$ cat src/rtl/game_score_ctrl.sv
// game_score_ctrl: round controller for the catch-the-fruit game.
// Owns the round FSM (idle/play/pause/win/lose) together with the saturating
// score, the lives count, the difficulty level and the countdown timer.
//
// Ports:
//   clk, rst                 clock, asynchronous active-high reset
//   start, pause             one-cycle button pulses
//   gain_valid, gain_amt     catch event and points to add
//   pen_valid, pen_amt       penalty event and points to subtract
//   miss                     item dropped, costs one life
//   state                    IDLE=0 PLAY=1 PAUSE=2 WIN=3 LOSE=4
//   score, lives, level      registered game values
//   time_left                remaining timer ticks
//   level_up, round_end      one-cycle registered pulses
module game_score_ctrl #(
  parameter int unsigned SCORE_W    = 6,
  parameter int unsigned WIN_SCORE  = 30,
  parameter int unsigned LIVES      = 3,
  parameter int unsigned TIME_LIMIT = 60,
  parameter int unsigned TICK_DIV   = 100000000,
  parameter int unsigned LEVEL_STEP = 10,
  parameter int unsigned MAX_LEVEL  = 7
) (
  input  logic               clk,
  input  logic               rst,
  input  logic               start,
  input  logic               pause,
  input  logic               gain_valid,
  input  logic [3:0]         gain_amt,
  input  logic               pen_valid,
  input  logic [3:0]         pen_amt,
  input  logic               miss,
  output logic [2:0]         state,
  output logic [SCORE_W-1:0] score,
  output logic [3:0]         lives,
  output logic [2:0]         level,
  output logic [7:0]         time_left,
  output logic               level_up,
  output logic               round_end
);

  localparam int unsigned NetW = SCORE_W + 2;
  localparam int unsigned PreW = $clog2(TICK_DIV);

  typedef enum logic [2:0] {
    StIdle  = 3'd0,
    StPlay  = 3'd1,
    StPause = 3'd2,
    StWin   = 3'd3,
    StLose  = 3'd4
  } state_e;

  state_e             state_q, state_d;
  logic [SCORE_W-1:0] score_q, score_d;
  logic [3:0]         lives_q, lives_d;
  logic [2:0]         level_q, level_d;
  logic [7:0]         time_q, time_d;
  logic [PreW-1:0]    pre_q, pre_d;
  logic               level_up_q, level_up_d;
  logic               round_end_q, round_end_d;

  // Datapath for one PLAY cycle, evaluated unconditionally.
  logic [NetW-1:0]    gain_ext, pen_ext, net;
  logic               underflow, win, lose, dead, tick, timeout;
  logic [SCORE_W-1:0] play_score;
  logic [31:0]        quot;
  logic [2:0]         score_level;

  always_comb begin
    gain_ext = gain_valid ? NetW'(gain_amt) : '0;
    pen_ext  = pen_valid  ? NetW'(pen_amt)  : '0;
    // Two guard bits: the MSB is the sign of the two's-complement result.
    net       = NetW'(score_q) + gain_ext - pen_ext;
    underflow = net[NetW-1];
    win       = !underflow && (net >= NetW'(WIN_SCORE));
    if (underflow) begin
      play_score = '0;
    end else if (win) begin
      play_score = SCORE_W'(WIN_SCORE);
    end else begin
      play_score = net[SCORE_W-1:0];
    end

    quot        = 32'(play_score) / 32'(LEVEL_STEP);
    score_level = (quot > 32'(MAX_LEVEL)) ? 3'(MAX_LEVEL) : quot[2:0];

    // Simultaneous miss and underflow still cost a single life.
    lose = miss | underflow;
    dead = lose && (lives_q == 4'd1);

    tick    = (pre_q == PreW'(TICK_DIV - 1));
    timeout = tick && (time_q == 8'd1);
  end

  always_comb begin
    state_d     = state_q;
    score_d     = score_q;
    lives_d     = lives_q;
    level_d     = level_q;
    time_d      = time_q;
    pre_d       = pre_q;
    level_up_d  = 1'b0;
    round_end_d = 1'b0;

    unique case (state_q)
      StIdle: begin
        if (start) begin
          state_d = StPlay;
          score_d = '0;
          lives_d = 4'(LIVES);
          level_d = '0;
          time_d  = 8'(TIME_LIMIT);
          pre_d   = '0;
        end
      end

      StPlay: begin
        score_d = play_score;
        if (lose && (lives_q != 4'd0)) begin
          lives_d = lives_q - 4'd1;
        end
        // Level only ratchets upward within a round.
        if (score_level > level_q) begin
          level_d    = score_level;
          level_up_d = 1'b1;
        end
        if (tick) begin
          pre_d  = '0;
          time_d = time_q - 8'd1;
        end else begin
          pre_d = pre_q + PreW'(1);
        end
        // End conditions beat a simultaneous pause; win beats lose.
        if (win) begin
          state_d     = StWin;
          round_end_d = 1'b1;
        end else if (dead || timeout) begin
          state_d     = StLose;
          round_end_d = 1'b1;
        end else if (pause) begin
          state_d = StPause;
        end
      end

      StPause: begin
        if (pause) begin
          state_d = StPlay;
        end else if (start) begin
          state_d = StIdle;
        end
      end

      StWin, StLose: begin
        if (start) begin
          state_d = StIdle;
        end
      end

      default: state_d = StIdle;
    endcase
  end

  always_ff @(posedge clk or posedge rst) begin
    if (rst) begin
      state_q     <= StIdle;
      score_q     <= '0;
      lives_q     <= 4'(LIVES);
      level_q     <= '0;
      time_q      <= 8'(TIME_LIMIT);
      pre_q       <= '0;
      level_up_q  <= 1'b0;
      round_end_q <= 1'b0;
    end else begin
      state_q     <= state_d;
      score_q     <= score_d;
      lives_q     <= lives_d;
      level_q     <= level_d;
      time_q      <= time_d;
      pre_q       <= pre_d;
      level_up_q  <= level_up_d;
      round_end_q <= round_end_d;
    end
  end

  assign state     = state_q;
  assign score     = score_q;
  assign lives     = lives_q;
  assign level     = level_q;
  assign time_left = time_q;
  assign level_up  = level_up_q;
  assign round_end = round_end_q;

endmodule

$ cat config.mk
export PLATFORM = sky130hd
export DESIGN_NAME = game_score_ctrl
export DESIGN_NICKNAME = d
export VERILOG_FILES = /design/src/rtl/game_score_ctrl.sv
export SDC_FILE = /design/constraint.sdc
export NUM_CORES = 1
export LEC_CHECK = 0
export CAP_MARGIN = 20
export CORE_MARGIN = 2
export CORE_UTILIZATION = 57
export CTS_BUF_LIST = sky130_fd_sc_hd__clkbuf_16
export CTS_CLUSTER_SIZE = 10
export DETAILED_ROUTE_END_ITERATION = 7
export GPL_TIMING_DRIVEN = 0
export PLACE_DENSITY = 0.85
export RECOVER_POWER = 50
export SYNTH_ARGS = -nofsm -noshare
export SYNTH_HDL_FRONTEND = slang
export SYNTH_SLANG_ARGS = --single-unit
$ cat constraint.sdc
create_clock -name clk -period 3.7 [get_ports clk]
set_input_delay 0.37 -clock clk [delete_from_list [all_inputs] [get_ports clk]]
set_output_delay 0.37 -clock clk [all_outputs]
set_load 0.005 [all_outputs]
Word level (Yosys, flattened, before mapping)
Cells that the tools add are included.
- bits in registers: 53
- input bits: 15
- output and inout bits: 26
- logic and storage cells: 76
- add/sub/neg operators: 5
- div/mod/pow operators: 1
- $lt $le $gt $ge: 3
- equality and inequality tests: 12
- muxes and demuxes: 31
- bitwise gates (word level): 1
- reductions and logical operators: 15
- operator list (kind ; count):
    $mux W27 ; 2
    $pmux W27 S2 ; 1
    $div A6 B4 Y32 const B ; 1
    $gt A32 B3 Y1 const B ; 1
    $add A27 B1 Y27 const B ; 1
    $eq A27 B27 Y1 const B ; 1
    $mux W3 ; 9
    $mux W6 ; 3
    $mux W4 ; 4
    $mux W8 ; 2
    $pmux W8 S2 ; 1
    $pmux W3 S4 ; 1
    $pmux W6 S2 ; 1
    $reduce_and A3 Y1 ; 3
    $eq A8 B1 Y1 const B ; 1
    $ge A8 B5 Y1 const B ; 1
    $ne A2 B2 Y1 const B ; 4
    $pmux W4 S2 ; 1
    $sub A7 B4 Y8 ; 1
    $sub A8 B1 Y8 const B ; 1
    $add A6 B4 Y7 ; 1
    $eq A3 B2 Y1 const B ; 2
    $pmux W3 S2 ; 1
    $mux W1 ; 5
    other kinds (15) ; 19

Logic depth before layout (Yosys ltp)
Gate-level depths: netlist of the first run.
- word-level depth: 13
- depth in mapped cells: 19
- gate-level depth less buffers: 19

Least setup slack after synthesis of the first run
OpenSTA, ideal clock, no wires.
- path kind: input-to-reg
- start: input pen_amt[1]
- end: register level_q[2], in the netlist level[2]
- setup time: 0.119 ns
- data arrival time: 3.484 ns
- required time: 3.581 ns
- setup slack: 0.097 ns
- cell stages on the path: 16
- buffers on the path: 0
- cell sequence: and2_1 -> fa_1 -> inv_1 -> ha_1 -> a211oi_2 -> nor2_1 -> xnor2_1 -> nand2_1 -> o221a_2 -> or2_2 -> ha_1 -> nor2b_1 -> o21ai_0 -> a32oi_1 -> a21oi_1 -> and2_1
- word-level cells in the longest chain between the ends: 12
- elaborated cells between the ends (all ways): 15
- classes of those cells: add/sub: 1; div: 1; order compare: 3; eq/ne: 1; mux: 6; reduce/logical: 3
- ends and longest elaborated chain (element ; RTL line ; source):
    from (decl) ; 31 ; input logic [3:0] pen_amt,
    $mux W4 (*) ; 71 ; pen_ext = pen_valid ? NetW'(pen_amt) : '0;
    $sub A7 B4 Y8 (*) ; 73 ; net = NetW'(score_q) + gain_ext - pen_ext;
    $ge A8 B5 Y1 or $logic_not A1 Y1 (tied branches) ; 75 ; win = !underflow && (net >= NetW'(WIN_SCORE));
    $logic_and A1 B1 Y1 ; 75 ;
    $mux W6 ; 78 ; end else if (win) begin
    $mux W6 (*) ; 76 ; if (underflow) begin
    $div A6 B4 Y32 (*) ; 84 ; quot = 32'(play_score) / 32'(LEVEL_STEP);
    $gt A32 B3 Y1 ; 85 ; score_level = (quot > 32'(MAX_LEVEL)) ? 3'(MAX_LEVEL) : quot[2:0];
    $mux W3 (*) ; 85 ;
    $gt A3 B3 Y1 ; 123 ; if (score_level > level_q) begin
    $ne A2 B2 Y1 (no line) ; n/a ;
    $reduce_and A3 Y1 (no line) ; n/a ;
    to (signal assigned) ; 177 ; level_q <= level_d;
    to (decl) ; 56 ; logic [2:0] level_q, level_d;
Mark *: on every way between the ends. The rest lies on a longest branch, timed or not. The select of a mux whose other input is x is not followed.
A chain may end at the register's enable or synchronous reset.

Worst setup path after layout of the first run
- start: input pen_valid
- end: register level_q[1], in the netlist level[1]
- word-level cells in the longest chain between the ends: 12
- elaborated cells between the ends (all ways): 15
- classes of those cells: add/sub: 1; div: 1; order compare: 3; eq/ne: 1; mux: 6; reduce/logical: 3
- ends and longest elaborated chain (element ; RTL line ; source):
    from (decl) ; 30 ; input logic pen_valid,
    $mux W4 (*) ; 71 ;
    $sub A7 B4 Y8 (*) ; 73 ;
    $ge A8 B5 Y1 or $logic_not A1 Y1 (tied branches) ; 75 ;
    $logic_and A1 B1 Y1 ; 75 ;
    $mux W6 ; 78 ;
    $mux W6 (*) ; 76 ;
    $div A6 B4 Y32 (*) ; 84 ;
    $gt A32 B3 Y1 ; 85 ;
    $mux W3 (*) ; 85 ;
    $gt A3 B3 Y1 ; 123 ;
    $ne A2 B2 Y1 (no line) ; n/a ;
    $reduce_and A3 Y1 (no line) ; n/a ;
Marked as above.

==> impl_metrics.ini, run 1 <==
[cts]
clkTransAtPathRegs_ns = 0.07
htree_levels = 2
tritoncts = built
clock-root-buffer = clkbuf_16
cts_sinks = 53
clk_latency_ns = 0.29
clock_path_buffers = 2
cts_made_buffers = 5

[sta]
final-setup-viol-count = 1
drv_slew = 33
hold_violations = 0
tightest_slew_ns = 1.71
period_needed_ns = 3.72
final.period_utilization_pct = 100
timing.fmax_ghz = 0.269
worst_slack_ns = -0.0165
hold_slack_ns = 0.495
max_slew_margin_pct = -14.2
finalSetupTns_ns = -0.0165
finClkSkew_ns = 0.00656

[pwr]
pwr-share-seq_pct = 21.8
leakage_nw = 2.01
power_frac_clock_pct = 10.9
internal_power_mw = 2.32
pwr-share-comb_pct = 67.3
peakVddDrop_v = 0.000754
power_mw = 4.21
powerDensity_nw_per_um2 = 920
netSwitchingFraction_pct = 44.9
switchingPower_mw = 1.89

[yosys]
async_flop_share_pct = 100
syn-instance-count = 398
synth_area_leaders = dfrtp_1, o21ai_0, nand2_1
synth.cell_area_sq_um = 3500
synth_nets = 433
ys_types = 61
synth-main-ff-cell = dfrtp_1
yosysTopAreaCell = dfrtp_1
synth.most_common_cell = nand2_1
seq_area_frac_synth_pct = 38.1
ys_warn_count = 0
synth_seq_cells = 53
synth_edf_count = 0
synth_commonest_cells = nand2_1, o21ai_0, dfrtp_1
yosysTopAreaCellShare_pct = 33.6
syn-mean-instance-area_sq_um = 8.80

[layout]
insertedDiodeCount = 0
areaGrowthSynthToFinish_pct = 30.7
finish.net_count = 504
final_area_sq_um = 4580
n_fill_cell = 379
layout-drive-gt1-share_pct = 20.4

[setup_path]
cpPeakStageDelay_ns = 0.55
start_kind = primary input
worstPathCellList = clkdlybuf4s15_1 > and2_4 > fa_2 > inv_2 > ha_4 > a211oi_4 > buf_4 > nor4b_4 > nor4b_4 > a21oi_2 > o221a_2 > or2_4 > ha_4 > nor2b_4 > o21ai_2 > a32oi_2 > a21oi_2 > nand2_1 > o21ai_2
slowest_stage = fa_2
cp-end-kind = register
path_max_fanout = 4
arrival_ns = 3.90
path_class = primary input to register
required_ns = 3.88

[placement]
place_area_sq_um = 4020
gp_congestion = 0.824
hpwlAfterDp_mm = 5.99
portBuffers = 40

[routing]
dr_total_vias = 3448
routed_via_density = 6.33
highest_layer = met4
post_drt_wl_per_cell_um = 18.8
routed-wl-met3_um = 692
met1_length_mm = 3.97
wl_mm = 10.3
drt.antenna.violating_nets = 0
drtIter0Drc = 323
drc = 0
dr_wl_met2_mm = 5.11
drt-pass1-iter-count = 5

[run_status]
status = complete, but fails checks
violations = max-capacitance violations, max-slew violations, negative setup slack

[floorplanning]
dieArea_sq_um = 6780
dieWidth_um = 82.4
num_rows = 28
start_util_pct = 59.1
die_y_um = 82.4
core-area_sq_um = 5920
io-pin-count = 41

[global_routing]
grt_use_total_pct = 28.5
grt_first_pass_wirelength_mm = 14.7
grt_pass1_vias = 3039
grt_max_degree = 33
gr-total-overflow = 0
antenna_found_initial = 0

[hold_path]
hp-class = register to register

[run]
maxCapViolCount = 1
state kept, by name, indices dropped and copies added, names as in the netlist:
name / flops
level: 3
level_up: 1
lives: 4
pre_q: 27
round_end: 1
score: 6
state: 3
time_left: 8
path summary, 6_finish.rpt:
kind	from	end	slack, ns	cells after the start
worst max-delay path	pen_valid	level[1]$_DFFE_PP0P_	-0.02	19
worst min-delay path	pre_q[26]$_DFFE_PP0P_	pre_q[26]$_DFFE_PP0P_	0.49	1
worst max register to register	score[1]$_DFFE_PP0P_	level[1]$_DFFE_PP0P_	0.03	18
worst min register to register	pre_q[26]$_DFFE_PP0P_	pre_q[26]$_DFFE_PP0P_	0.49	1
max in group asynchronous	rst	pre_q[26]$_DFFE_PP0P_	0.97	3
min in group asynchronous	rst	pre_q[14]$_DFFE_PP0P_	0.68	2
power groups by stage:
stage / logic, mW / registers, mW / clock network (mW)
6_report: 2.83 / 0.920 / 0.457
5_1_grt: 3.02 / 0.942 / 0.485
4_1_cts: 2.06 / 0.910 / 0.455
3_5_place_dp: 1.73 / 0.918 / 0
3_3_place_gp: 1.67 / 0.912 / 0
2_1_floorplan: 1.19 / 0.894 / 0
area by class of cell:
type                            count  area, sq um  area share [%]
Tap cell                           75         93.8            2.05
Clock buffer                        5          125            2.73
Multi-Input combinational cell    309         2280            49.7
Sequential cell                    53         1330            29.1
Buffer                             12         51.3            1.12
Inverter                           24         90.1            1.97
Timing Repair Buffer               64          593            13.0
Clock inverter                      3         12.5           0.273
worst max-delay path, delay by kind of cell:
family / cells / cell delay, ns
adder cells (fa/ha/maj): 3 / 0.93
AND/OR/NAND/NOR: 6 / 1.05
AO/OA/AOI/OAI: 7 / 1.08
buffers and inverters: 3 / 0.46
metal layers:
metal | vias up | track usage (%)
li1 | 1552 | -
met1 | 1665 | 37.8
met2 | 182 | 46.8
met3 | 49 | 3.91
met4 | 0 | 12.0
met5 | - | 0
through the flow:
step | util, % | worst slack (ns) | cells
2_1_floorplan | - | 0.0967 | 398
3_3_place_gp | 67.5 | -0.661 | 513
3_5_place_dp | 67.8 | -0.727 | 514
4_1_cts | 72.5 | 0.00431 | 527
5_1_grt | 77.3 | -0.125 | 545
6_report | 77.3 | -0.0165 | 545
timing repair:
item,4_1_cts,5_1_grt
hold buffers,0,0
resized for setup,29,43
pin swaps,13,27
buffers inserted,5,17
setup endpoints to repair,4,4
placed cells by master, fill, tap and decap left out, types with 4 or more instances in the layout:
cell,n
o21ai_0,44
nor3_1,7
nand3_1,13
nor4_1,4
inv_1,18
a21oi_2,4
dfstp_2,6
nand4_1,6
nor3b_1,4
o21ai_2,4
dlygate4sd3_1,13
clkbuf_16,5
and3_1,7
clkbuf_1,8
nand2_1,53
clkdlybuf4s50_1,17
o31ai_1,8
buf_4,22
dlymetal6s2s_1,8
ha_1,11
xnor2_1,4
inv_2,6
and4_1,4
nor2_1,24
and2_1,8
buf_2,5
a21oi_1,7
nor2b_1,5
dfrtp_1,47
ha_4,5
xor2_1,11
logic make-up (layout without fill, tap and decap cells):
kind of cell | after synthesis | count (layout) | synth area share [%]
other | 1 | 1 | 0.107
adders and majority gates | 20 | 20 | 8.01
DFF | 53 | 53 | 38.1
and+or+nand+nor | 171 | 171 | 27.3
xor gates and xnor gates | 18 | 18 | 4.50
muxes | 1 | 1 | 0.286
AOI/OAI and AO/OA | 98 | 98 | 17.7
buffers and inverters | 36 | 108 | 4.04
No activity file was read; power rests on OpenSTA's default activity.
==> inputs of run 2 (changes only) <==
--- a/config.mk
+++ b/config.mk
@@ -6,11 +6,12 @@
 export NUM_CORES = 1
 export LEC_CHECK = 0
 export CAP_MARGIN = 20
-export CORE_MARGIN = 2
+export CORE_MARGIN = 5
 export CORE_UTILIZATION = 57
 export CTS_BUF_LIST = sky130_fd_sc_hd__clkbuf_16
 export CTS_CLUSTER_SIZE = 10
 export DETAILED_ROUTE_END_ITERATION = 7
+export GPL_ROUTABILITY_DRIVEN = 0
 export GPL_TIMING_DRIVEN = 0
 export PLACE_DENSITY = 0.85
 export RECOVER_POWER = 50
==> impl_metrics.ini, run 2 (synthesis gave the netlist of run 1 again) <==
[run_status]
status = complete, but fails checks
violations = max-capacitance violations, max-slew violations, negative setup slack

[floorplanning]
die_y_um = 88.4
dieWidth_um = 88.4
start_util_pct = 58.8
core-area_sq_um = 5960
dieArea_sq_um = 7810
num_rows = 28
io-pin-count = 41

[sta]
period_needed_ns = 3.76
finClkSkew_ns = 0.00721
worst_slack_ns = -0.0595
max_slew_margin_pct = -12.7
tightest_slew_ns = 1.69
final.period_utilization_pct = 102
hold_violations = 0
final-setup-viol-count = 3
rsz0062_at_grt = true
timing.fmax_ghz = 0.266
drv_slew = 32

[layout]
insertedDiodeCount = 0
areaGrowthSynthToFinish_pct = 29.1
instances_no_fill = 538
final_area_sq_um = 4520
finish.net_count = 497
multi_input_area_sq_um = 2280
layout_commonest_cell = nand2_1
n_fill_cell = 394
layout-drive-gt1-share_pct = 20.1
post-route-util_pct = 75.9
largest_reg_flops = 27
regMostFlops = pre_q
final_cell_mix = nand2_1, dfrtp_1, o21ai_0, nor2_1, clkdlybuf4s50_1
area.sequential_sq_um = 1330

[setup_path]
arrival_ns = 3.94
slowest_stage = fa_2
cpPeakStageDelay_ns = 0.60
start_kind = register
worstPathCellList = inv_2 > fa_2 > inv_2 > ha_4 > a211oi_4 > nor4b_4 > nor4b_2 > a21oi_2 > buf_4 > o221a_4 > or2_4 > ha_4 > nor2b_4 > o21ai_2 > a32oi_2 > a21oi_2 > nand2_1 > o21ai_2
crit_family = compound AO/OA/AOI/OAI gates
cp-end-kind = register
required_ns = 3.88
critPathBufInv = 3
path_class = register to register
path_max_fanout = 4

[placement]
portBuffers = 40
dp.cells = 514
hpwlAfterDp_mm = 6.07
place_area_sq_um = 4020

[routing]
drc = 0
drt-pass1-iter-count = 5
drt.antenna.violating_nets = 0
drtIter0Drc = 286
post_drt_wl_per_cell_um = 18.4
wl_mm = 9.87
dr_total_vias = 3297
routed_via_density = 6.13

[pwr]
peakVddDrop_v = 0.000668
leakage_nw = 1.95
powerDensity_nw_per_um2 = 893
power_mw = 4.04

[hold_path]
hp-class = register to register

[cts]
tritoncts = built
clock-root-buffer = clkbuf_16
cts_hold_buffers = 0
clock_path_buffers = 2
clk_latency_ns = 0.29
htree_levels = 2
cts_made_buffers = 5
clkTransAtPathRegs_ns = 0.07
cts_sinks = 53

[global_routing]
gr-total-overflow = 0
grt_first_pass_wirelength_mm = 15.1
antenna_found_initial = 0
grt_pass1_vias = 3184
grt_max_degree = 32
grt_use_total_pct = 24.3

[run]
maxCapViolCount = 1
## run 2: what timing repair did
item / in CTS / in global routing
endpoints found under the setup margin: 4 / 4
endpoints found under the hold margin: 0 / 0
pin swaps: 17 / 24
setup buffers: 9 / 8
resized for setup: 37 / 36
## run 2: worst paths after layout
kind                                          to  slack [ns]  cells past startpoint                  from
min reg2reg                 pre_q[6]$_DFFE_PP0P_        0.51                      1  pre_q[6]$_DFFE_PP0P_
max                         level[0]$_DFFE_PP0P_       -0.06                     18  score[1]$_DFFE_PP0P_
max reg2reg                 level[0]$_DFFE_PP0P_       -0.06                     18  score[1]$_DFFE_PP0P_
min                         pre_q[6]$_DFFE_PP0P_        0.51                      1  pre_q[6]$_DFFE_PP0P_
max in group asynchronous   pre_q[5]$_DFFE_PP0P_        0.96                      3                   rst
min in group asynchronous  pre_q[16]$_DFFE_PP0P_        0.69                      2                   rst
## run 2: final cells by class
type	instances	area share, %
Sequential cell	53	29.5
Inverter	24	2.05
Tap cell	75	2.08
Multi-Input combinational cell	309	50.4
Clock inverter	3	0.277
Clock buffer	5	2.77
Buffer	11	1.05
Timing Repair Buffer	58	11.8
## run 2: stage by stage
stage | hold WS, ns | TNS [ns] | setup slack (ns)
after detailed placement | 0.485 | -2.90 | -0.812
final | 0.507 | -0.164 | -0.0595
after global placement | 0.477 | -2.45 | -0.688
after floorplan | 0.449 | 0 | 0.0967
after CTS | 0.441 | 0 | 0.00797
after global routing | 0.530 | -0.557 | -0.193
## run 2: power breakdown
part	internal [mW]	switching, mW	total (mW)
logic	1.21	1.44	2.66
registers	0.751	0.174	0.926
clock network	0.245	0.207	0.452
## run 2: routing by layer
metal / GRT usage [%] / part of all wire [%]
met5: 0 / 0
met3: 4.10 / 6.1
met2: 42.2 / 51
met4: 7.55 / 2.1
met1: 31.0 / 40
==> inputs of run 3 (changes only) <==
--- a/config.mk
+++ b/config.mk
@@ -6,14 +6,17 @@
 export NUM_CORES = 1
 export LEC_CHECK = 0
 export CAP_MARGIN = 20
+export CELL_PAD_IN_SITES_DETAIL_PLACEMENT = 1
+export CELL_PAD_IN_SITES_GLOBAL_PLACEMENT = 1
 export CORE_MARGIN = 5
-export CORE_UTILIZATION = 57
+export CORE_UTILIZATION = 43
 export CTS_BUF_LIST = sky130_fd_sc_hd__clkbuf_16
+export CTS_CLUSTER_DIAMETER = 150
 export CTS_CLUSTER_SIZE = 10
 export DETAILED_ROUTE_END_ITERATION = 7
 export GPL_ROUTABILITY_DRIVEN = 0
 export GPL_TIMING_DRIVEN = 0
-export PLACE_DENSITY = 0.85
+export PLACE_DENSITY = 0.84
 export RECOVER_POWER = 50
 export SYNTH_ARGS = -nofsm -noshare
 export SYNTH_HDL_FRONTEND = slang
==> impl_metrics.ini, run 3 (synthesis gave the netlist of run 1 again) <==
[run_status]
status = complete, but fails checks
violations = max-capacitance violations, max-slew violations, negative setup slack

[global_routing]
grt_use_total_pct = 21.5
antenna_found_initial = 0
grt_max_degree = 38
grt_pass1_vias = 3460
gr-total-overflow = 0
grt_first_pass_wirelength_mm = 17.5

[cts]
tritoncts = built
clkTransAtPathRegs_ns = 0.07
clk_latency_ns = 0.29
cts_made_buffers = 5
clock-root-buffer = clkbuf_16
cts_sinks = 53
clock_path_buffers = 2
cts_hold_buffers = 0
htree_levels = 2

[pwr]
peakVddDrop_v = 0.000281
powerDensity_nw_per_um2 = 928
leakage_nw = 1.94

[setup_path]
rrSetupSlack_ns = -0.18
slowest_stage = fa_1
critPathBufInv = 3
r2r_end = level[0]$_DFFE_PP0P_
r2r-start = score[1]$_DFFE_PP0P_
arrival_ns = 4.06
path_class = primary input to register
path_max_fanout = 5
start_kind = primary input
r2r_cells = 17
cp-end-kind = register
worstPathCellList = clkdlybuf4s50_1 > and2_1 > fa_1 > inv_1 > ha_4 > o21ai_4 > o21ai_0 > nor4b_2 > a21oi_2 > buf_4 > o221a_4 > or2_4 > ha_4 > nor2b_4 > o21ai_2 > a32oi_2 > a21oi_2 > nand2_1 > o21ai_1
cpPeakStageDelay_ns = 0.50
crit_family = compound AO/OA/AOI/OAI gates
required_ns = 3.88

[routing]
routed_via_density = 5.93
post_drt_wl_per_cell_um = 21.5
drt-pass1-iter-count = 4
wl_mm = 12.3
drt.antenna.violating_nets = 0
dr_total_vias = 3379
drc = 0
drtIter0Drc = 127

[floorplanning]
dieArea_sq_um = 10000
start_util_pct = 43.3
die_y_um = 100
core-area_sq_um = 8090
dieWidth_um = 100
io-pin-count = 41
num_rows = 33

[sta]
timing.fmax_ghz = 0.258
drv_slew = 38
max_slew_margin_pct = -38.7
worst_slack_ns = -0.182
final.period_utilization_pct = 105
rsz0062_at_grt = true
hold_violations = 0
finClkSkew_ns = 0.00987
period_needed_ns = 3.88
final-setup-viol-count = 3
tightest_slew_ns = 2.08
hold_slack_ns = 0.498

[layout]
largest_reg_flops = 27
final_area_sq_um = 4600
finish.net_count = 499
regMostFlops = pre_q
insertedDiodeCount = 0
layout-drive-gt1-share_pct = 20.6
final_cell_mix = nand2_1, dfrtp_1, o21ai_0, clkdlybuf4s50_1, nor2_1
n_fill_cell = 929
areaGrowthSynthToFinish_pct = 31.5
layout_commonest_cell = nand2_1
post-route-util_pct = 56.9

[placement]
hpwlAfterDp_mm = 7.16
place_area_sq_um = 4060
portBuffers = 40

[hold_path]
hp-class = register to register
hp-start = pre_q[26]$_DFFE_PP0P_
min_to = pre_q[26]$_DFFE_PP0P_
hold_depth = 1

[run]
maxCapViolCount = 1
-- run 3: changes by cell type in the layout (fill, tap and decap cells not counted), moves of 2 or more --
cell             before  now
dlymetal6s2s_1        5    2
o21ai_2               3    1
o21ai_1               2    5
clkdlybuf4s50_1      20   23
-- run 3: metal layers --
metal	track usage [%]	up-vias	wire length, um	share of wire (%)
met1	26.8	1740	5180	42
met3	2.92	23	359	2.9
li1	-	1538	-	-
met4	4.35	0	280	2.3
met2	39.6	78	6430	52
met5	0	-	0	0
-- run 3: what timing repair did --
action / in CTS / in global routing
resized for setup: 37 / 38
endpoints found under the setup margin: 4 / 4
buffers inserted: 7 / 11
pin swaps: 18 / 26
endpoints found under the hold margin: 0 / 0
-- run 3: where the power goes --
group          leakage, nW  total [mW]  switching (mW)  internal, mW
Sequential           0.701       0.926           0.175         0.751
Clock               0.0775       0.541           0.223         0.318
Combinational         1.16        2.80            1.55          1.25
-- run 3: worst max-delay path by stage --
stage                from              endpoint  slack (ns)  cells after the start
2_1_floorplan  pen_amt[1]  level[2]$_DFFE_PP0P_         0.1                     16
3_3_place_gp    pen_valid  level[2]$_DFFE_PP0P_       -0.75                     17
3_5_place_dp    pen_valid  level[1]$_DFFE_PP0P_       -0.88                     18
4_1_cts        pen_amt[2]  level[1]$_DFFE_PP0P_        0.02                     18
5_1_grt        pen_amt[0]  level[0]$_DFFE_PP0P_       -0.30                     21
6_report       pen_amt[3]  level[0]$_DFFE_PP0P_       -0.18                     19
-- run 3: area by class of cell --
type	instances	area, sq um	area share (%)
Sequential cell	53	1330	29.0
Clock inverter	3	41.3	0.897
Buffer	11	50.0	1.09
Tap cell	105	131	2.85
Inverter	24	92.6	2.01
Multi-Input combinational cell	309	2290	49.7
Clock buffer	5	125	2.72
Timing Repair Buffer	60	542	11.8
-- run 3: metrics by stage --
step	setup WS [ns]	power, mW	setup TNS [ns]	instances
6_report	-0.182	4.27	-0.480	570
4_1_cts	0.0163	3.68	0	559
5_1_grt	-0.300	4.48	-0.805	570
3_5_place_dp	-0.881	2.74	-3.19	545
3_3_place_gp	-0.746	2.63	-2.66	543
2_1_floorplan	0.0967	2.08	0	398
